$ cat src/rtl/matmul_host_driver_if.sv
// Host/engine bus for matmul_host_driver: operand writes, result reads,
// status flags and the byte-serial engine link.
interface matmul_host_driver_if;
  logic        wr_en;
  logic [4:0]  wr_addr;
  logic [7:0]  wr_data;
  logic        go;
  logic [3:0]  rd_addr;
  logic [17:0] rd_data;
  logic        busy;
  logic        done;
  logic        err;
  logic        mm_start;
  logic [7:0]  mm_data_out;
  logic        mm_valid;
  logic        mm_done;
  logic [7:0]  mm_data_in;

  modport slave (
    input  wr_en, wr_addr, wr_data, go, rd_addr, mm_done, mm_data_in,
    output rd_data, busy, done, err, mm_start, mm_data_out, mm_valid
  );

  modport master (
    output wr_en, wr_addr, wr_data, go, rd_addr, mm_done, mm_data_in,
    input  rd_data, busy, done, err, mm_start, mm_data_out, mm_valid
  );
endinterface

$ cat src/rtl/matmul_host_driver.sv
// Host-side driver for the 3x3 byte-serial matmul engine: streams 18 operand
// bytes, collects 27 result bytes into nine 18-bit results. Optional WAIT timeout: MMH_TIMEOUT_EN.
module matmul_host_driver #(
  parameter int unsigned TIMEOUT_CYCLES = 255,
  parameter int unsigned TO_W           = 8
) (
  input logic                  clk,
  input logic                  rst,
  matmul_host_driver_if.slave  bus
);

  typedef enum logic [2:0] {IDLE, START, SEND, WAIT, RECV, DONE} state_t;

  localparam logic [4:0] SEND_LAST = 5'd17;
  localparam logic [4:0] RECV_LAST = 5'd26;

  if (TO_W < $clog2(TIMEOUT_CYCLES + 1)) begin : g_to_w_check
    $error("TO_W cannot hold TIMEOUT_CYCLES");
  end

  state_t      state, state_n;
  logic [4:0]  cnt;
  logic [7:0]  operand [18];
  logic [17:0] result  [9];
  logic [7:0]  op_sel;
  logic [3:0]  rx_idx;
  logic [1:0]  rx_slot;
  logic        timeout;

`ifdef MMH_TIMEOUT_EN
  logic [TO_W-1:0] to_cnt;
  logic            err_q;
`endif

  always_ff @(posedge clk or posedge rst) begin
    if (rst) state <= IDLE;
    else     state <= state_n;
  end

  always_comb begin
    state_n = state;
    timeout = 1'b0;
    case (state)
      IDLE:  if (bus.go) state_n = START;
      START: state_n = SEND;
      SEND:  if (cnt == SEND_LAST) state_n = WAIT;
      WAIT: begin
        if (bus.mm_done) state_n = RECV;
`ifdef MMH_TIMEOUT_EN
        else if (to_cnt == TO_W'(TIMEOUT_CYCLES - 1)) begin
          state_n = IDLE;
          timeout = 1'b1;
        end
`endif
      end
      RECV:  if (cnt == RECV_LAST) state_n = DONE;
      DONE:  state_n = IDLE;
      default: state_n = IDLE;
    endcase
  end

  assign bus.busy        = (state != IDLE);
  assign bus.done        = (state == DONE);
  assign bus.mm_start    = (state == START);
  assign bus.mm_valid    = (state == SEND);
  assign bus.mm_data_out = (state == SEND) ? op_sel : '0;

  // One counter serves both phases; it parks at the phase's last index.
  always_ff @(posedge clk or posedge rst) begin
    if (rst) begin
      cnt <= '0;
    end else begin
      case (state)
        SEND:    if (cnt != SEND_LAST) cnt <= cnt + 5'd1;
        RECV:    if (cnt != RECV_LAST) cnt <= cnt + 5'd1;
        default: cnt <= '0;
      endcase
    end
  end

  always_comb begin
    op_sel = '0;
    for (int unsigned i = 0; i < 18; i++)
      if (cnt == 5'(i)) op_sel = operand[i];
  end

  assign rx_idx  = 4'(cnt / 5'd3);
  assign rx_slot = 2'(cnt % 5'd3);

  always_ff @(posedge clk or posedge rst) begin
    if (rst) begin
      for (int unsigned i = 0; i < 18; i++) operand[i] <= '0;
    end else if (state == IDLE && bus.wr_en && !bus.go) begin
      for (int unsigned i = 0; i < 18; i++)
        if (bus.wr_addr == 5'(i)) operand[i] <= bus.wr_data;
    end
  end

  always_ff @(posedge clk or posedge rst) begin
    if (rst) begin
      for (int unsigned i = 0; i < 9; i++) result[i] <= '0;
    end else if (state == RECV) begin
      for (int unsigned i = 0; i < 9; i++) begin
        if (rx_idx == 4'(i)) begin
          case (rx_slot)
            2'd0:    result[i][7:0]   <= bus.mm_data_in;
            2'd1:    result[i][15:8]  <= bus.mm_data_in;
            default: result[i][17:16] <= bus.mm_data_in[1:0];
          endcase
        end
      end
    end
  end

  always_comb begin
    bus.rd_data = '0;
    for (int unsigned i = 0; i < 9; i++)
      if (bus.rd_addr == 4'(i)) bus.rd_data = result[i];
  end

`ifdef MMH_TIMEOUT_EN
  always_ff @(posedge clk or posedge rst) begin
    if (rst)                 to_cnt <= '0;
    else if (state == WAIT)  to_cnt <= to_cnt + 1'b1;
    else                     to_cnt <= '0;
  end

  always_ff @(posedge clk or posedge rst) begin
    if (rst)                         err_q <= 1'b0;
    else if (state == IDLE && bus.go) err_q <= 1'b0;
    else if (timeout)                err_q <= 1'b1;
  end

  assign bus.err = err_q;
`else
  assign bus.err = 1'b0;
`endif

endmodule
$ cat src/flat_wrapper.sv
// flat-port wrapper written by rule: the top's interface ports become plain ports
module matmul_host_driver_flat 
#(
  parameter int unsigned TIMEOUT_CYCLES = 255,
  parameter int unsigned TO_W           = 8
)
  (clk, rst, bus_wr_en, bus_wr_addr, bus_wr_data, bus_go, bus_rd_addr, bus_mm_done, bus_mm_data_in, bus_rd_data, bus_busy, bus_done, bus_err, bus_mm_start, bus_mm_data_out, bus_mm_valid);
  matmul_host_driver_if bus_i ();
  input logic clk;
  input logic rst;
  input wire logic [$bits(bus_i.wr_en)-1:0] bus_wr_en;
  input wire logic [$bits(bus_i.wr_addr)-1:0] bus_wr_addr;
  input wire logic [$bits(bus_i.wr_data)-1:0] bus_wr_data;
  input wire logic [$bits(bus_i.go)-1:0] bus_go;
  input wire logic [$bits(bus_i.rd_addr)-1:0] bus_rd_addr;
  input wire logic [$bits(bus_i.mm_done)-1:0] bus_mm_done;
  input wire logic [$bits(bus_i.mm_data_in)-1:0] bus_mm_data_in;
  output wire logic [$bits(bus_i.rd_data)-1:0] bus_rd_data;
  output wire logic [$bits(bus_i.busy)-1:0] bus_busy;
  output wire logic [$bits(bus_i.done)-1:0] bus_done;
  output wire logic [$bits(bus_i.err)-1:0] bus_err;
  output wire logic [$bits(bus_i.mm_start)-1:0] bus_mm_start;
  output wire logic [$bits(bus_i.mm_data_out)-1:0] bus_mm_data_out;
  output wire logic [$bits(bus_i.mm_valid)-1:0] bus_mm_valid;
  assign bus_i.wr_en = bus_wr_en;
  assign bus_i.wr_addr = bus_wr_addr;
  assign bus_i.wr_data = bus_wr_data;
  assign bus_i.go = bus_go;
  assign bus_i.rd_addr = bus_rd_addr;
  assign bus_i.mm_done = bus_mm_done;
  assign bus_i.mm_data_in = bus_mm_data_in;
  assign bus_rd_data = bus_i.rd_data;
  assign bus_busy = bus_i.busy;
  assign bus_done = bus_i.done;
  assign bus_err = bus_i.err;
  assign bus_mm_start = bus_i.mm_start;
  assign bus_mm_data_out = bus_i.mm_data_out;
  assign bus_mm_valid = bus_i.mm_valid;
  matmul_host_driver #(.TIMEOUT_CYCLES(TIMEOUT_CYCLES), .TO_W(TO_W)) u_core (.clk(clk), .rst(rst), .bus(bus_i));
endmodule
$ cat config.mk
export PLATFORM = sky130hd
export DESIGN_NAME = matmul_host_driver_flat
export DESIGN_NICKNAME = d
export VERILOG_FILES = /design/src/rtl/matmul_host_driver_if.sv /design/src/rtl/matmul_host_driver.sv /design/src/flat_wrapper.sv
export SDC_FILE = /design/constraint.sdc
export NUM_CORES = 1
export LEC_CHECK = 0
export CAP_MARGIN = 20
export CORE_MARGIN = 5
export CORE_UTILIZATION = 60
export DETAILED_ROUTE_END_ITERATION = 10
export HOLD_SLACK_MARGIN = 0.03
export PLACE_DENSITY = 0.9
export SKIP_LAST_GASP = 1
export SYNTH_ARGS = -nofsm -noshare
export SYNTH_HDL_FRONTEND = slang
export SYNTH_SLANG_ARGS = --single-unit
$ cat constraint.sdc
create_clock -name clk -period 28.8 [get_ports clk]
set_input_delay 5.76 -clock clk [delete_from_list [all_inputs] [get_ports clk]]
set_output_delay 5.76 -clock clk [all_outputs]
set_load 0.01 [all_outputs]
# --- Word level (Yosys, flattened, before mapping) ---
# Cells that the tools add are included.
word_totals:
  out_inout_bits: 31
  reg_bits: 314
classes:
  mux: 36
  bitwise_logic: 1
  reduce_logical: 58
  n_div: 2
  n_eq_ne: 65
  add_sub_neg: 1
ops:
  columns: ["operator", "count"]
  rows:
  - ["18-bit 2-to-1 mux", 9]
  - ["8-bit 2-to-1 mux", 19]
  - ["3-bit AND reduction", 27]
  - ["5-bit by 4-bit equality test with 1-bit output, second input constant", 16]
  - ["5-bit by 3-bit equality test with 1-bit output, second input constant", 8]
  - ["2-bit AND reduction", 19]
  - ["4-bit by 3-bit equality test with 1-bit output, second input constant", 8]
  - ["5-bit equality test, second input constant", 5]
  - ["5-bit by 2-bit equality test with 1-bit output, second input constant", 4]
  - ["4-bit by 2-bit equality test with 1-bit output, second input constant", 4]
  - ["3-bit case mux with 5 select lines", 1]
  - ["3-bit 2-to-1 mux", 4]
  - ["5-bit by 1-bit equality test with 1-bit output, second input constant", 2]
  - ["5-bit logical NOT", 2]
  - ["5-bit 2-to-1 mux", 2]
  - ["5-bit != test, second input constant", 2]
  - ["5-bit case mux with 2 select lines", 1]
  - ["4-bit by 1-bit equality test with 1-bit output, second input constant", 2]
  - ["4-bit equality test, second input constant", 2]
  - ["4-bit logical NOT", 2]
  - ["2-bit by 1-bit != test with 1-bit output, second input constant", 4]
  - ["3-bit by 2-bit equality test with 1-bit output, second input constant", 2]
  - ["3-bit equality test, second input constant", 2]
  - ["5-bit by 1-bit adder with 5-bit output, second input constant", 1]
  - ["13 further kinds", 15]

# --- Logic depth before layout (Yosys ltp) ---
# Gate-level depths: netlist (run 1).
logic_depth:
  ltp_word: 20
  depth_mapped: 19
  ltp_nobuf: 12

# --- Worst setup path after synthesis (run 1) ---
# No wires, ideal clock.
synth_timing:
  path_type: "in2out"
  from: "in bus_rd_addr[0]"
  to: "out bus_rd_data[10]"
  cell_stages: 7
  path_buffers: 2
  arrival_time_ns: 7.693
  setup_slack_ns: 15.347
  path_cell_list: "clkbuf_1 -> nor4_1 -> clkbuf_1 -> a222oi_1 -> a31oi_1 -> a211oi_1 -> o21ai_0"
synth_via:
  elab_chain_len: 10
  elab_cells_between_ends: 18
synth_rtl:
  columns: ["element", "line_no", "text"]
  rows:
  - ["start, declared", "flat_wrapper.sv:15", "input wire logic [$bits(bus_i.rd_addr)-1:0] bus_rd_addr;"]
  - ["4-bit logical NOT", "matmul_host_driver.sv:118", "if (bus.rd_addr == 4'(i)) bus.rd_data = result[i];"]
  - ["18-bit 2-to-1 mux (8 in series)", "matmul_host_driver.sv:118", null]
  - ["18-bit 2-to-1 mux (*)", "matmul_host_driver.sv:118", null]
  - ["end, declared", "flat_wrapper.sv:18", "output wire logic [$bits(bus_i.rd_data)-1:0] bus_rd_data;"]
# Every way passes the cells marked *; elsewhere a longest branch is shown, timed or not.

# --- Final worst setup path (run 1) ---
layout_timing:
  from: "in bus_rd_addr[2]"
  to: "out bus_rd_data[11]"
# Same word-level chain as after synthesis.

==> results.sh, run 1 <==
export IMPL_clock_sink_count=314
export IMPL_worst_clock_skew_ns=0.0183
export IMPL_placed_cell_areas_sq_um=16300
export IMPL_antenna_violating_nets_post_route=0
export IMPL_die_w_microns=171
export IMPL_clkTransAtPathRegs_ns=0.06
export IMPL_synth_seq_area_share_pct=50.6
export IMPL_total_routing_resource_utilization_after_global_routing_pct=29.4
export IMPL_leakage_nw=7.78
export IMPL_area_occupied_by_multi_input_gates_sq_um=7200
export IMPL_count_of_placed_standard_cells_including_taps=1652
export IMPL_rsz0062_at_grt="no"
export IMPL_grt_max_degree=178
export IMPL_routed_wire_length_per_instance_microns=25.1
export IMPL_synth_main_ff_cell="sky130_fd_sc_hd__dfrtp_1"
export IMPL_cts_made_buffers=34
export IMPL_relSlewSlack_pct=22.3
export IMPL_design_portCount=61
export IMPL_setup_worst_path_class="primary input to primary output"
export IMPL_row_count=58
export IMPL_fin_nets=1399
export IMPL_layout_min_cycle_time_ns=14.36
export IMPL_yosys_cell_count_top_type="sky130_fd_sc_hd__dfrtp_1"
export IMPL_antennaDiodeCount=0
export IMPL_min_delay_path_class="flop to flop"
export IMPL_final_hold_violation_count=0
export IMPL_cts_htree_levels=2
export IMPL_min_period_over_period_pct=49.9
export IMPL_timing_critical_path_max_delay_family="buffers and inverters"
export IMPL_critical_path_slowest_cell="sky130_fd_sc_hd__and3_1"
export IMPL_ctsHoldBuffers=0
export IMPL_synthCells=1354
export IMPL_post_route_cell_area_sq_um=17300
export IMPL_worst_setup_path_end_kind="primary output"
export IMPL_initial_utilization_pct=61.3
export IMPL_core_area_sq_um=25300
export IMPL_via_count_of_the_first_global_routing_pass=12547
export IMPL_synth_top_cell_area_share_pct=50.6
export IMPL_timing_critical_path_mode_cell="sky130_fd_sc_hd__clkdlybuf4s50_1"
export IMPL_synth_top_cells_by_area="sky130_fd_sc_hd__dfrtp_1, sky130_fd_sc_hd__mux2_2, sky130_fd_sc_hd__a32o_1"
export IMPL_post_route_cells_drive_above_1_share_pct=26.7
export IMPL_critPathMaxStageDelay_ns=0.79
export IMPL_n_fill_cell=1748
export IMPL_die_area_sq_um=29200
export IMPL_nets_in_the_synthesized_netlist=1392
export IMPL_cts_root_buffer="sky130_fd_sc_hd__clkbuf_16"
export IMPL_synth_edff_count=0
export IMPL_port_buffers=59
export IMPL_detailedRoute_firstPassIterationCount=6
export IMPL_run_status="finished, final reports clean"
export IMPL_total_power_mw=1.27
export IMPL_timing_critical_path_arrival_ns=8.60
export IMPL_worst_ir_drop_vdd_v=0.0000564
export IMPL_place_detailed_hpwl_mm=26.3
export IMPL_worstPathCellList="clkdlybuf4s50_1 -> nor2b_1 -> and3_1 -> a211oi_1 -> o21ai_0 -> clkdlybuf4s50_1"
export IMPL_max_cap_viol_count=0
export IMPL_ys_ff_latch=314
export IMPL_synthesis_area_sq_um=15500
export IMPL_timing_final_setup_violations=0
export IMPL_average_vias_per_placed_instance=7.10
export IMPL_dieHeight_microns=171
export IMPL_area_sequential_sq_um=7860
export IMPL_grt_antenna_before_repair=0
export IMPL_clk_insertion_delay_late_ns=0.52
export IMPL_postSynthAreaPerCell_sq_um=11.5
export IMPL_finalNonFillerCells=1713
export IMPL_cts_repair_timing_setup_buffer_count=0
export IMPL_crit_buf_inv=2
export IMPL_gpl_final_weighted_congestion=0.939
export IMPL_drc_errors=0
export IMPL_synthTopCellsByCount="sky130_fd_sc_hd__dfrtp_1, sky130_fd_sc_hd__mux2_2, sky130_fd_sc_hd__nand2_1"
export IMPL_worstMarginPinSlew_ns=1.17
export IMPL_drv_slew=0
export IMPL_synth_cell_types=83
export IMPL_grt_first_pass_wirelength_mm=68.6
export IMPL_finalWirelength_mm=42.9
export IMPL_gr_total_overflow=0
export IMPL_cts_path_max_buffers=3
export IMPL_via_count=12160
export IMPL_area_growth_syn_to_layout_pct=11.7
export IMPL_setup_tns_final_ns=0
export IMPL_cts_resized_gates=0
export IMPL_synth_top_cell_by_area="sky130_fd_sc_hd__dfrtp_1"
export IMPL_critPathLaunchType="primary input"
export IMPL_fin_util_pct=68.5
export IMPL_ys_async_rst_share_pct=100
export IMPL_crit_required_ns=23.04
export IMPL_tritoncts="built"
export IMPL_timing_fmax_mhz=69.7
export IMPL_crit_fanout=18
export IMPL_synthesis_yosys_warnings=0
export IMPL_p_per_area_nw_per_um2=73.4
export IMPL_number_of_drc_markers_in_iteration_0=1626
==> worst reg2reg max path: cells and delay by family (launching register included) <==
kind / cells / cell delay [ns]
simple gates: 3 / 1.44
mux: 1 / 0.39
compound gates: 5 / 1.40
flops: 1 / 0.95
fa+ha+maj: 2 / 0.75
==> report_power, final <==
group,switching (mW),total [mW],internal (mW)
logic,0.193,0.316,0.123
clock network,0.177,0.421,0.245
registers,0.0397,0.536,0.496
total,0.409,1.27,0.864
==> registers in the layout, indices dropped and copies added, names as in the netlist <==
signal / flops
u_core.result: 162
u_core.operand: 144
u_core.cnt: 5
u_core.state: 3
==> layout by cell type (no fill, tap or decap), drive strengths merged, types with 17 or more instances in the layout <==
cell type and n:
a211oi 23, a21oi 48, a222oi 18, a22oi 26
a31oi 23, a32o 33, buf 19, clkbuf 47
clkdlybuf4s50 59, dfrtp 314, inv 17, mux2 263
nand2 85, nand3 23, nor2 78, nor3 24
o21ai 65
==> cell families after synthesis <==
family / count (synthesis) / share of synthesized area [%]
other: 1 / 0.0241
buffers and inverters: 122 / 3.28
DFF: 314 / 50.6
xor gates and xnor gates: 2 / 0.113
muxes: 264 / 19.1
AOI/OAI and AO/OA: 328 / 15.7
and+or+nand+nor: 315 / 10.5
adders and majority gates: 8 / 0.645
==> metrics by stage <==
step	worst slack (ns)	hold WS (ns)
3_3_place_gp	14.36	0.472
3_5_place_dp	14.23	0.481
6_report	14.44	0.494
4_1_cts	14.12	0.496
2_1_floorplan	14.35	0.465
5_1_grt	14.36	0.511
==> final timing paths <==
check / slack, ns / cells after the start / to / start
max in group asynchronous: 21.38 / 3 / u_core.cnt[1] / rst
min in group asynchronous: 5.82 / 2 / u_core.result[103] / rst
hold reg to reg: 0.49 / 1 / u_core.result[79] / u_core.result[79]
hold / removal: 0.49 / 1 / u_core.result[79] / u_core.result[79]
setup reg to reg: 23.74 / 11 / u_core.result[46] / u_core.cnt[4]
setup / recovery: 14.44 / 6 / bus_rd_data[11] / bus_rd_addr[2]
==> cell type report <==
cell class,instances,area share (%)
inverter,15,0.368
clock buffer,47,5.37
sequential,314,45.3
timing repair buffer,78,4.44
clock inverter,11,0.649
tap,330,2.38
multi-input combinational,918,41.5
==> layer usage <==
| layer | track usage (%) | part of all wire, % | vias to the layer above |
|---|---|---|---|
| met1 | 37.3 | 38 | 6102 |
| met5 | 0 | 0 | - |
| li1 | - | - | 5087 |
| met4 | 14.1 | 4.7 | 0 |
| met2 | 48.1 | 48 | 799 |
| met3 | 6.91 | 9.4 | 172 |
Note: power is estimated with default switching activity, not from simulation.
==> run 2: changes to the inputs <==
--- a/config.mk
+++ b/config.mk
@@ -7,10 +7,10 @@
 export LEC_CHECK = 0
 export CAP_MARGIN = 20
 export CORE_MARGIN = 5
-export CORE_UTILIZATION = 60
+export CORE_UTILIZATION = 55
 export DETAILED_ROUTE_END_ITERATION = 10
 export HOLD_SLACK_MARGIN = 0.03
-export PLACE_DENSITY = 0.9
+export PLACE_DENSITY = 0.87
 export SKIP_LAST_GASP = 1
 export SYNTH_ARGS = -nofsm -noshare
 export SYNTH_HDL_FRONTEND = slang
==> constraint.sdc (replaced) <==
create_clock -name clk -period 12.18 [get_ports clk]
set_input_delay 2.436 -clock clk [delete_from_list [all_inputs] [get_ports clk]]
set_output_delay 2.436 -clock clk [all_outputs]
set_load 0.01 [all_outputs]
==> run 2 against run 1 <==
Final cell count is 3.0% higher. Utilization fell by 5.6 points. Die area is 8.5% higher. Hold slack got worse by 0.0016 ns. Non-clock buffer count grew 3. Sequential cell count stayed put. Critical endpoint is now bus_rd_data[1]. Largest cell class unchanged.
==> results.sh, run 2 (synthesis gave the netlist of run 1 again) <==
export IMPL_run_status="finished, final reports clean"
export IMPL_timing_critical_path_arrival_ns=5.17
export IMPL_relSlewSlack_pct=27.8
export IMPL_finalWirelength_mm=41.8
export IMPL_routed_wire_length_per_instance_microns=23.7
export IMPL_crit_required_ns=9.74
export IMPL_clk_insertion_delay_late_ns=0.53
export IMPL_most_common_layout_cells="sky130_fd_sc_hd__dfrtp_1, sky130_fd_sc_hd__mux2_2, sky130_fd_sc_hd__nand2_1"
export IMPL_number_of_drc_markers_in_iteration_0=1557
export IMPL_cts_made_buffers=34
export IMPL_area_growth_syn_to_layout_pct=12.8
export IMPL_antenna_violating_nets_post_route=0
export IMPL_cts_path_max_buffers=3
export IMPL_grt_antenna_before_repair=0
export IMPL_worst_setup_path_end_kind="primary output"
export IMPL_die_w_microns=178
export IMPL_cp_startpoint="bus_rd_addr[1]"
export IMPL_row_count=61
export IMPL_antennaDiodeCount=0
export IMPL_drc_errors=0
export IMPL_timing_fmax_mhz=132
export IMPL_mostFrequentLayoutCell="sky130_fd_sc_hd__dfrtp_1"
export IMPL_post_route_cells_drive_above_1_share_pct=27.3
export IMPL_average_vias_per_placed_instance=6.76
export IMPL_grt_first_pass_wirelength_mm=67.1
export IMPL_gpl_final_weighted_congestion=0.936
export IMPL_initial_utilization_pct=55.8
export IMPL_largestRegisters="u_core.result x162, u_core.operand x144, u_core.cnt x5"
export IMPL_ctsHoldBuffers=0
export IMPL_design_portCount=61
export IMPL_worstMarginPinSlew_ns=1.08
export IMPL_clock_sink_count=314
export IMPL_hold_ws_ns=0.492
export IMPL_top_register="u_core.result"
export IMPL_r2r_start="u_core.cnt[0]"
export IMPL_critPathLaunchType="primary input"
export IMPL_leakage_nw=7.83
export IMPL_grt_max_degree=152
export IMPL_setup_tns_final_ns=0
export IMPL_worst_ir_drop_vdd_v=0.000125
export IMPL_crit_fanout=30
export IMPL_rsz0062_at_grt="no"
export IMPL_cts_repair_timing_setup_buffer_count=0
export IMPL_fin_nets=1402
export IMPL_timing_final_setup_violations=0
export IMPL_min_period_over_period_pct=62.4
export IMPL_port_buffers=59
export IMPL_die_area_sq_um=31700
export IMPL_total_routing_resource_utilization_after_global_routing_pct=26.5
export IMPL_layout_min_cycle_time_ns=7.60
export IMPL_via_count=11933
export IMPL_p_per_area_nw_per_um2=173
export IMPL_cp_endpoint="bus_rd_data[1]"
export IMPL_reg2reg_slack_ns=7.18
export IMPL_count_of_placed_standard_cells_including_taps=1703
export IMPL_finalNonFillerCells=1764
export IMPL_gr_total_overflow=0
export IMPL_place_detailed_hpwl_mm=25.9
export IMPL_cts_root_buffer="sky130_fd_sc_hd__clkbuf_16"
export IMPL_core_area_sq_um=27900
export IMPL_cts_htree_levels=2
export IMPL_dieHeight_microns=178
export IMPL_max_reg_flops=162
export IMPL_setup_worst_path_class="primary input to primary output"
export IMPL_via_count_of_the_first_global_routing_pass=12365
export IMPL_cts_resized_gates=0
export IMPL_min_delay_path_class="flop to flop"
export IMPL_worst_clock_skew_ns=0.0236
export IMPL_r2r_end="u_core.result[48]"
export IMPL_clkTransAtPathRegs_ns=0.06
export IMPL_max_cap_viol_count=0
export IMPL_worst_reg2reg_path_length_in_cells=13
export IMPL_detailedRoute_firstPassIterationCount=8
export IMPL_drv_slew=0
export IMPL_final_hold_violation_count=0
export IMPL_tritoncts="built"
## run 2: final cells by class
type                    count  area (sq um)
repair buffers             81           803
inverters                  15          63.8
clock inverters            10           124
clock buffers              48           993
well taps                 378           473
fillers                  2018         10300
multi-input cells         918          7210
flip-flops and latches    314          7860
## run 2: worst max-delay path, stage by stage
cell and delay, ns:
sky130_fd_sc_hd__clkdlybuf4s50_1 0.68, sky130_fd_sc_hd__nand2b_1 0.25, sky130_fd_sc_hd__or2_2 0.54, sky130_fd_sc_hd__nor2_1 0.10
sky130_fd_sc_hd__a31oi_1 0.19, sky130_fd_sc_hd__a211oi_1 0.07, sky130_fd_sc_hd__o21ai_0 0.29, sky130_fd_sc_hd__clkdlybuf4s50_1 0.59
## run 2: worst min-delay path by stage
stage                                   from  depth (start not counted)  slack [ns]                  to
after floorplan           u_core.result[144]                          1        0.46  u_core.result[144]
after global placement     u_core.result[36]                          1        0.47   u_core.result[36]
after detailed placement  u_core.result[112]                          1        0.48  u_core.result[112]
after CTS                  u_core.result[37]                          1        0.50   u_core.result[37]
after global routing       u_core.result[75]                          1        0.50   u_core.result[75]
final                     u_core.result[109]                          1        0.49  u_core.result[109]
## run 2: routing by layer
| layer | track usage [%] | routed length, microns | vias to the layer above |
|---|---|---|---|
| li1 | - | - | 5101 |
| met1 | 33.7 | 15800 | 5956 |
| met2 | 43.5 | 20200 | 700 |
| met3 | 6.25 | 3930 | 176 |
| met4 | 11.7 | 1920 | 0 |
| met5 | 0 | 0 | - |
## run 2: per-stage QoR
step           util [%]  worst slack (ns)  instance area [sq um]  total power [mW]
4_1_cts            62.6              4.61                  17500              3.01
3_5_place_dp       58.6              4.60                  16300              1.98
6_report           62.9              4.58                  17500              3.04
3_3_place_gp       58.6              4.74                  16300              1.95
5_1_grt            62.9              4.37                  17500              3.15
2_1_floorplan         -              1.06                  15500              1.75
## run 2: power by group
part           total (mW)  internal, mW  switching (mW)
sequential           1.27          1.17          0.0921
combinational       0.736         0.286           0.450
clock                1.03         0.613           0.422
==> run 3: changes to the inputs <==
==> constraint.sdc (replaced) <==
create_clock -name clk -period 6.41 [get_ports clk]
set_input_delay 1.282 -clock clk [delete_from_list [all_inputs] [get_ports clk]]
set_output_delay 1.282 -clock clk [all_outputs]
set_load 0.01 [all_outputs]
==> run 3 against run 2 <==
Sequential power up 91%. Critical path depth up 3. Total power up 92%. Sequential share of layout area down 0.13 points. Critical path type is now flop to primary output. Critical endpoint is now bus_mm_data_out[4]. Largest cell class unchanged. Largest power group unchanged.
==> results.sh, run 3 (synthesis gave the netlist of run 1 again) <==
export IMPL_gpl_final_weighted_congestion=0.930
export IMPL_cts_made_buffers=34
export IMPL_min_period_over_period_pct=88.0
export IMPL_worstMarginPinSlew_ns=1.12
export IMPL_port_buffers=59
export IMPL_largestRegisters="u_core.result x162, u_core.operand x144, u_core.cnt x5"
export IMPL_critPathMaxStageDelay_ns=0.62
export IMPL_clk_insertion_delay_late_ns=0.52
export IMPL_run_status="finished, final reports clean"
export IMPL_drv_slew=0
export IMPL_worst_setup_path_end_kind="primary output"
export IMPL_core_area_sq_um=27900
export IMPL_die_area_sq_um=31700
export IMPL_die_w_microns=178
export IMPL_timing_final_setup_violations=0
export IMPL_sequentialPowerShare_pct=41.7
export IMPL_row_count=61
export IMPL_initial_utilization_pct=55.8
export IMPL_number_of_drc_markers_in_iteration_0=1576
export IMPL_clkPwrFrac_pct=34.4
export IMPL_tritoncts="built"
export IMPL_clkTransAtPathRegs_ns=0.06
export IMPL_max_reg_flops=162
export IMPL_rsz0062_at_grt="no"
export IMPL_setup_worst_path_class="flop to primary output"
export IMPL_switching_power_mw=1.85
export IMPL_cts_root_buffer="sky130_fd_sc_hd__clkbuf_16"
export IMPL_dieHeight_microns=178
export IMPL_via_count=12012
export IMPL_post_route_cell_area_sq_um=17600
export IMPL_share_comb_of_total_power_pct=23.9
export IMPL_reg2reg_slack_ns=1.40
export IMPL_total_power_mw=5.82
export IMPL_placed_cell_areas_sq_um=16400
export IMPL_grt_first_pass_wirelength_mm=67.6
export IMPL_layout_min_cycle_time_ns=5.64
export IMPL_max_cap_viol_count=0
export IMPL_area_growth_syn_to_layout_pct=13.1
export IMPL_top_register="u_core.result"
export IMPL_timing_critical_path_arrival_ns=4.36
export IMPL_internal_power_mw=3.97
export IMPL_min_delay_path_class="flop to flop"
export IMPL_mostFrequentLayoutCell="sky130_fd_sc_hd__dfrtp_1"
export IMPL_crit_required_ns=5.13
export IMPL_hold_ws_ns=0.501
export IMPL_average_vias_per_placed_instance=6.77
export IMPL_design_portCount=61
export IMPL_crit_fanout=17
export IMPL_total_routing_resource_utilization_after_global_routing_pct=26.8
export IMPL_p_per_area_nw_per_um2=331
export IMPL_clock_sink_count=314
export IMPL_drc_errors=0
export IMPL_place_detailed_hpwl_mm=27.5
export IMPL_routed_wire_length_per_instance_microns=23.9
export IMPL_grt_max_degree=162
export IMPL_fin_util_pct=63.1
export IMPL_most_common_layout_cells="sky130_fd_sc_hd__dfrtp_1, sky130_fd_sc_hd__mux2_2, sky130_fd_sc_hd__nand2_1"
export IMPL_fin_nets=1410
export IMPL_grt_antenna_before_repair=0
export IMPL_antenna_violating_nets_post_route=0
export IMPL_worst_ir_drop_vdd_v=0.000218
export IMPL_antennaDiodeCount=0
export IMPL_cts_resized_gates=0
export IMPL_detailedRoute_firstPassIterationCount=10
export IMPL_cts_repair_timing_setup_buffer_count=0
export IMPL_relSlewSlack_pct=25.0
export IMPL_n_fill_cell=2064
export IMPL_switching_share_pct=31.8
export IMPL_finalNonFillerCells=1775
export IMPL_finalWirelength_mm=42.4
export IMPL_post_route_cells_drive_above_1_share_pct=27.6
export IMPL_worst_clock_skew_ns=0.0284
export IMPL_critical_path_slowest_cell="sky130_fd_sc_hd__ha_1"
export IMPL_worstPathCellList="inv_1 -> ha_1 -> buf_4 -> nand2_1 -> o211a_1 -> o41ai_1 -> a21oi_1 -> o21ai_0 -> a221oi_1 -> o31ai_1 -> clkdlybuf4s50_1"
export IMPL_count_of_placed_standard_cells_including_taps=1711
export IMPL_ctsHoldBuffers=0
export IMPL_leakage_nw=7.84
export IMPL_setup_ws_ns=0.769
export IMPL_cts_htree_levels=2
export IMPL_final_hold_violation_count=0
export IMPL_critPathLaunchType="flop"
export IMPL_gr_total_overflow=0
export IMPL_via_count_of_the_first_global_routing_pass=12143
export IMPL_timing_fmax_mhz=177
export IMPL_setup_tns_final_ns=0
export IMPL_cts_path_max_buffers=3
export IMPL_pre_cts_ws_ns=1.13
[run 3: cell count changes in the layout (fill, tap and decap cells not counted), sizes merged]
| cell | before | now |
|---|---|---|
| buf | 22 | 30 |
| bufinv | 2 | 4 |
| clkbuf | 48 | 45 |
| clkinvlp | 2 | 8 |
| inv | 17 | 15 |
[run 3: worst paths after layout]
check                                        start            endpoint  depth (start not counted)
worst min register to register  u_core.operand[20]  u_core.operand[20]                          1
worst max-delay path                 u_core.cnt[1]  bus_mm_data_out[4]                         11
worst max register to register       u_core.cnt[1]   u_core.result[47]                         12
worst min-delay path            u_core.operand[20]  u_core.operand[20]                          1
min in group asynchronous                      rst   u_core.result[98]                          2
max in group asynchronous                      rst  u_core.operand[68]                          4
[run 3: cell type report]
| class | instances | area (sq um) | area share [%] |
|---|---|---|---|
| timing repair buffer | 89 | 846 | 4.81 |
| clock buffer | 45 | 923 | 5.25 |
| sequential | 314 | 7860 | 44.7 |
| inverter | 15 | 60.1 | 0.342 |
| clock inverter | 16 | 205 | 1.17 |
| multi-input combinational | 918 | 7210 | 41.0 |
| tap | 378 | 473 | 2.69 |
[run 3: power groups by stage]
stage | clock (mW) | combinational (mW) | sequential, mW
floorplan | 0 | 0.975 | 2.36
global placement | 0 | 1.30 | 2.44
detailed placement | 0 | 1.34 | 2.45
CTS | 2.01 | 1.36 | 2.42
global route | 2.10 | 1.50 | 2.45
finish | 2.00 | 1.39 | 2.43
[run 3: worst max-delay path, delay by kind of cell, from the launching register on]
| kind | cells | cell delay [ns] |
|---|---|---|
| adder cells (fa/ha/maj) | 1 | 0.62 |
| AND/OR/NAND/NOR | 1 | 0.07 |
| flip-flops | 1 | 0.54 |
| buffers and inverters | 3 | 1.17 |
| AO/OA/AOI/OAI | 6 | 1.45 |
[run 3: layer usage]
metal | up-vias | GRT usage (%) | part of all wire, %
met5 | - | 0 | 0
met4 | 0 | 11.3 | 4.7
met3 | 147 | 4.94 | 8.6
met2 | 731 | 44.2 | 48
met1 | 6028 | 35.1 | 39
li1 | 5106 | - | -
